## src/rtl/fetch_controller.sv

```systemverilog
// Instruction fetch sequencer: owns the PC, fetches from a combinational-read
// instruction memory and buffers words in a 2-entry queue for decode.
module fetch_controller #(
    parameter logic [31:0] RESET_PC = 32'h0000_0000,
    parameter int          IM_WORDS = 512
) (
    input  logic        Clk,
    input  logic        Rst,
    output logic [31:0] IM_Address,
    input  logic [31:0] IM_Instruction,
    input  logic        Redirect,
    input  logic [31:0] RedirectPC,
    input  logic        Halt,
    input  logic        Resume,
    output logic        Dec_Valid,
    input  logic        Dec_Ready,
    output logic [31:0] Dec_Instruction,
    output logic [31:0] Dec_PCPlus4,
    output logic        Fault,
    output logic [31:0] FetchCount
);

    localparam logic [31:0] LIMIT = 32'(IM_WORDS * 4);

    typedef enum logic [1:0] {
        S_IDLE,
        S_RUN,
        S_HALT
    } state_t;

    state_t           state_q;
    logic [31:0]      pc_q;
    logic [1:0]       count_q;
    logic [1:0]       count_d;
    logic [1:0][31:0] instr_q;
    logic [1:0][31:0] pcp4_q;
    logic             fault_q;
    logic [31:0]      fcount_q;

    logic       pop;
    logic       opp;
    logic       push;
    logic       oor;
    logic       redir;
    logic [1:0] wr_idx;

    always_comb begin
        pop     = (count_q != 2'd0) & Dec_Ready;
        opp     = (state_q == S_RUN) & ~Halt & ~Redirect
                & ((count_q < 2'd2) | pop);
        push    = opp & (pc_q < LIMIT);
        oor     = opp & (pc_q >= LIMIT);
        redir   = Redirect & (state_q != S_IDLE);
        wr_idx  = count_q - {1'b0, pop};
        count_d = count_q + {1'b0, push} - {1'b0, pop};
        if (redir) begin
            count_d = 2'd0;
        end
    end

    always_ff @(posedge Clk) begin
        if (!Rst) begin
            state_q  <= S_IDLE;
            pc_q     <= RESET_PC;
            count_q  <= 2'd0;
            instr_q  <= '0;
            pcp4_q   <= '0;
            fault_q  <= 1'b0;
            fcount_q <= 32'd0;
        end else begin
            count_q <= count_d;
            unique case (state_q)
                S_IDLE: state_q <= S_RUN;
                S_RUN: begin
                    if (Halt || oor) begin
                        state_q <= S_HALT;
                    end
                    if (oor) begin
                        fault_q <= 1'b1;
                    end
                end
                S_HALT: begin
                    if (Resume && !Halt) begin
                        state_q <= S_RUN;
                        fault_q <= 1'b0;
                    end
                end
                default: state_q <= S_IDLE;
            endcase
            if (redir) begin
                pc_q <= {RedirectPC[31:2], 2'b00};
            end else begin
                // Head shifts forward on pop; a push lands behind what remains.
                if (pop) begin
                    instr_q[0] <= instr_q[1];
                    pcp4_q[0]  <= pcp4_q[1];
                end
                if (push) begin
                    instr_q[wr_idx[0]] <= IM_Instruction;
                    pcp4_q[wr_idx[0]]  <= pc_q + 32'd4;
                    pc_q               <= pc_q + 32'd4;
                    fcount_q           <= fcount_q + 32'd1;
                end
            end
        end
    end

    assign IM_Address      = {pc_q[31:2], 2'b00};
    assign Dec_Valid       = (count_q != 2'd0);
    assign Dec_Instruction = instr_q[0];
    assign Dec_PCPlus4     = pcp4_q[0];
    assign Fault           = fault_q;
    assign FetchCount      = fcount_q;

endmodule

```

## config.mk

```make
export PLATFORM = sky130hd
export DESIGN_NAME = fetch_controller
export DESIGN_NICKNAME = d
export VERILOG_FILES = /design/src/rtl/fetch_controller.sv
export SDC_FILE = /design/constraint.sdc
export NUM_CORES = 1
export LEC_CHECK = 0
export CORE_ASPECT_RATIO = 0.8
export CORE_MARGIN = 8
export CORE_UTILIZATION = 50
export CTS_BUF_LIST = sky130_fd_sc_hd__clkbuf_16
export DETAILED_ROUTE_END_ITERATION = 16
export HOLD_SLACK_MARGIN = 0.1
export PLACE_DENSITY = 0.84
export SLEW_MARGIN = 20
export SYNTH_ARGS = -nofsm -noshare
export SYNTH_HDL_FRONTEND = slang
export SYNTH_SLANG_ARGS = --single-unit
```

## constraint.sdc

```tcl
create_clock -name Clk -period 3.9 [get_ports Clk]
set_input_delay 0.975 -clock Clk [delete_from_list [all_inputs] [get_ports Clk]]
set_output_delay 0.975 -clock Clk [all_outputs]
set_load 0.02 [all_outputs]
```

==> impl_metrics.yaml <==
sta:
  rsz0062_at_grt: "false"
  hold_violations: 0
  finalSetupViolCount: 0
  period_share: 0.827
  fmax_mhz: 310
  period_minus_slack_ns: 3.23
  slew_headroom: 0.273
  fin_skew_ns: 0.0121
  tightest_slew_ns: 1.09
  finalSetupTns_ns: 0
  drv_slew: 0
finish:
  drive_gt1_frac: 0.0504
  finalNetCount: 1195
  n_antenna_cell: 0
  final_cell_mix: "nand2_1, clkdlybuf4s50_1, dfxtp_1"
  layout_commonest_cell: "nand2_1"
  final_util: 0.643
  area_growth_pct: 26.1
floorplan:
  die_area_um2: 21200
  ioPinCount: 200
  die_w_um: 161
  die_h_um: 132
  start_util: 0.509
  row_count: 42
  core-area_um2: 16500
power:
  power_density_nw_per_um2: 395
  intPower_mw: 3.10
  swShare: 0.259
  peakVddDrop_v: 0.000274
  p_sw_mw: 1.08
  pwr-share-comb: 0.125
  power_leakage_nw: 3.52
  seqPwrFrac: 0.492
  p_clk_frac: 0.383
critical_path:
  crit_path_end: "Dec_Instruction[11]$_SDFFE_PN0N_"
  crit_start: "Halt"
  rr_worst_depth: 6
  crit_path_start_kind: "input pin"
  reg2reg_to: "Dec_PCPlus4[2]$_SDFFE_PN0N_"
  cp_max_fo: 19
  r2r_setup_slack_ns: 0.96
  cp.arrival_ns: 3.55
  r2r-start: "pc_q[16]$_SDFFE_PN0P_"
  cp.required_ns: 4.22
  path_class: "input pin to flip-flop"
  end_kind: "flip-flop"
clocking:
  clk_latency_ns: 0.42
  cts_tree: "yes"
  clk_pin_slew_ns: 0.07
  ctsHtreeMaxLevel: 4
  cts-resized-gates: 0
  cts-root-buf: "clkbuf_16"
  cts.sinks: 193
  post-cts-setup-buffers: 0
  hold_buffers: 0
  cts_buffers: 17
  cts.path.max_buffers: 2
synthesis:
  synth-seq-area-share: 0.460
  synth_area_um2: 8410
  synth-async-reset-ratio: 0
  synth_warnings: 0
  synth_edf_count: 0
  synthFlopType: "dfxtp_1"
  synth.largest_area_cell: "dfxtp_1"
  ys_top_cells_by_area: "dfxtp_1, nand2_1, a21oi_1"
  synth_cell_types: 52
  netlist.area_leader.share: 0.460
  syn_inst: 1032
  syn_avg_cell_area_um2: 8.15
  ys_ff_latch: 193
min_path:
  hold_class: "flip-flop to flip-flop"
grt:
  antenna_found_initial: 0
  grt_max_degree: 61
  grt_remaining_overflow: 0
  grt_pass1_wl_mm: 37.5
  grt_usage: 0.210
  grt_pass1_vias: 7144
drt:
  vias: 7606
  wl_per_cell_um: 17.0
  final_antenna_net_count: 0
  drcViolationCount: 0
  dr.pass1.iters: 5
  drt_wl_total_mm: 23.0
  routed_via_density: 5.63
  drt_iter0_markers: 667
place:
  dp_hpwl_mm: 15.2
  place_congestion: 0.837
  port_buffers: 195
job:
  maxCapViolations: 0
outcome:
  status: "finished clean"
==> cells in the mapped netlist, drive strengths merged (9+ instances only) <==
library cell  number
inv               15
a311oi            33
nor2              32
o31ai             14
nor3              13
or3               12
nand4             23
and3              29
clkbuf            59
o21ai             35
nand2            214
buf               84
dfxtp            193
a21oi            145
nand3             26
xnor2              9
or4               17
==> through the flow <==
step	worst slack [ns]	instances	area (µm²)	hold slack, ns	total power [mW]
after floorplan	0.889	1033	8410	0.437	2.39
final	0.673	1351	10600	0.456	4.18
after CTS	0.666	1351	10600	0.456	4.21
after detailed placement	0.225	1321	10100	0.447	2.62
after global placement	0.307	1320	10100	0.441	2.61
after global routing	0.520	1351	10600	0.479	4.34
==> state kept, by name, summed over array words and instances (netlist names) <==
| register | cells |
|---|---|
| Dec_Instruction | 32 |
| Dec_PCPlus4 | 32 |
| FetchCount | 32 |
| instr_q | 32 |
| pc_q | 30 |
| pcp4_q | 30 |
| count_q | 2 |
| state_q | 2 |
| Fault | 1 |
==> worst max-delay path, cell delays in order <==
cell and delay, ns:
clkdlybuf4s50_1 0.48, or4b_4 0.58, or4_1 0.60, o21ai_4 0.24, buf_4 0.28, a21oi_1 0.10
a311oi_1 0.28
==> power by group through the flow <==
stage / clock network (mW) / registers (mW) / logic [mW]
floorplan: 0 / 2.12 / 0.275
global placement: 0 / 2.10 / 0.508
detailed placement: 0 / 2.10 / 0.520
CTS: 1.63 / 2.06 / 0.521
global route: 1.72 / 2.06 / 0.557
finish: 1.60 / 2.06 / 0.522
==> layer usage <==
| layer | up-vias | share of wire | track usage |
|---|---|---|---|
| li1 | 3737 | - | - |
| met1 | 3619 | 0.45 | 0.268 |
| met2 | 225 | 0.47 | 0.343 |
| met3 | 25 | 0.057 | 0.0506 |
| met4 | 0 | 0.019 | 0.0693 |
| met5 | - | 0 | 0 |
==> area by class of cell <==
cell class	instances	area (µm²)
tap	220	275
multi-input combinational	682	3710
sequential	193	3860
clock buffer	17	425
inverter	15	58.8
timing repair buffer	211	2170
clock inverter	13	98.8
fill	1404	5900
==> logic make-up (layout without fill, tap and decap cells) <==
group | Yosys count | in the layout | share of synthesized area
xor gates and xnor gates | 15 | 15 | 0.0156
muxes | 7 | 7 | 0.00833
adders and majority gates | 5 | 5 | 0.00744
and+or+nand+nor | 393 | 393 | 0.221
DFF | 193 | 193 | 0.460
buffers and inverters | 158 | 256 | 0.104
AOI/OAI and AO/OA | 260 | 260 | 0.183
other | 1 | 2 | 0.000446
==> worst min path at each step <==
stage	start	to	cells past startpoint
2_1_floorplan	instr_q[32]$_SDFFE_PN0P_	instr_q[32]$_SDFFE_PN0P_	2
3_3_place_gp	instr_q[61]$_SDFFE_PN0P_	instr_q[61]$_SDFFE_PN0P_	2
3_5_place_dp	instr_q[51]$_SDFFE_PN0P_	instr_q[51]$_SDFFE_PN0P_	2
4_1_cts	instr_q[51]$_SDFFE_PN0P_	instr_q[51]$_SDFFE_PN0P_	2
5_1_grt	instr_q[41]$_SDFFE_PN0P_	instr_q[41]$_SDFFE_PN0P_	2
6_report	pcp4_q[35]$_SDFFE_PN0P_	pcp4_q[35]$_SDFFE_PN0P_	2
Note: power is estimated with default switching activity, not from simulation.
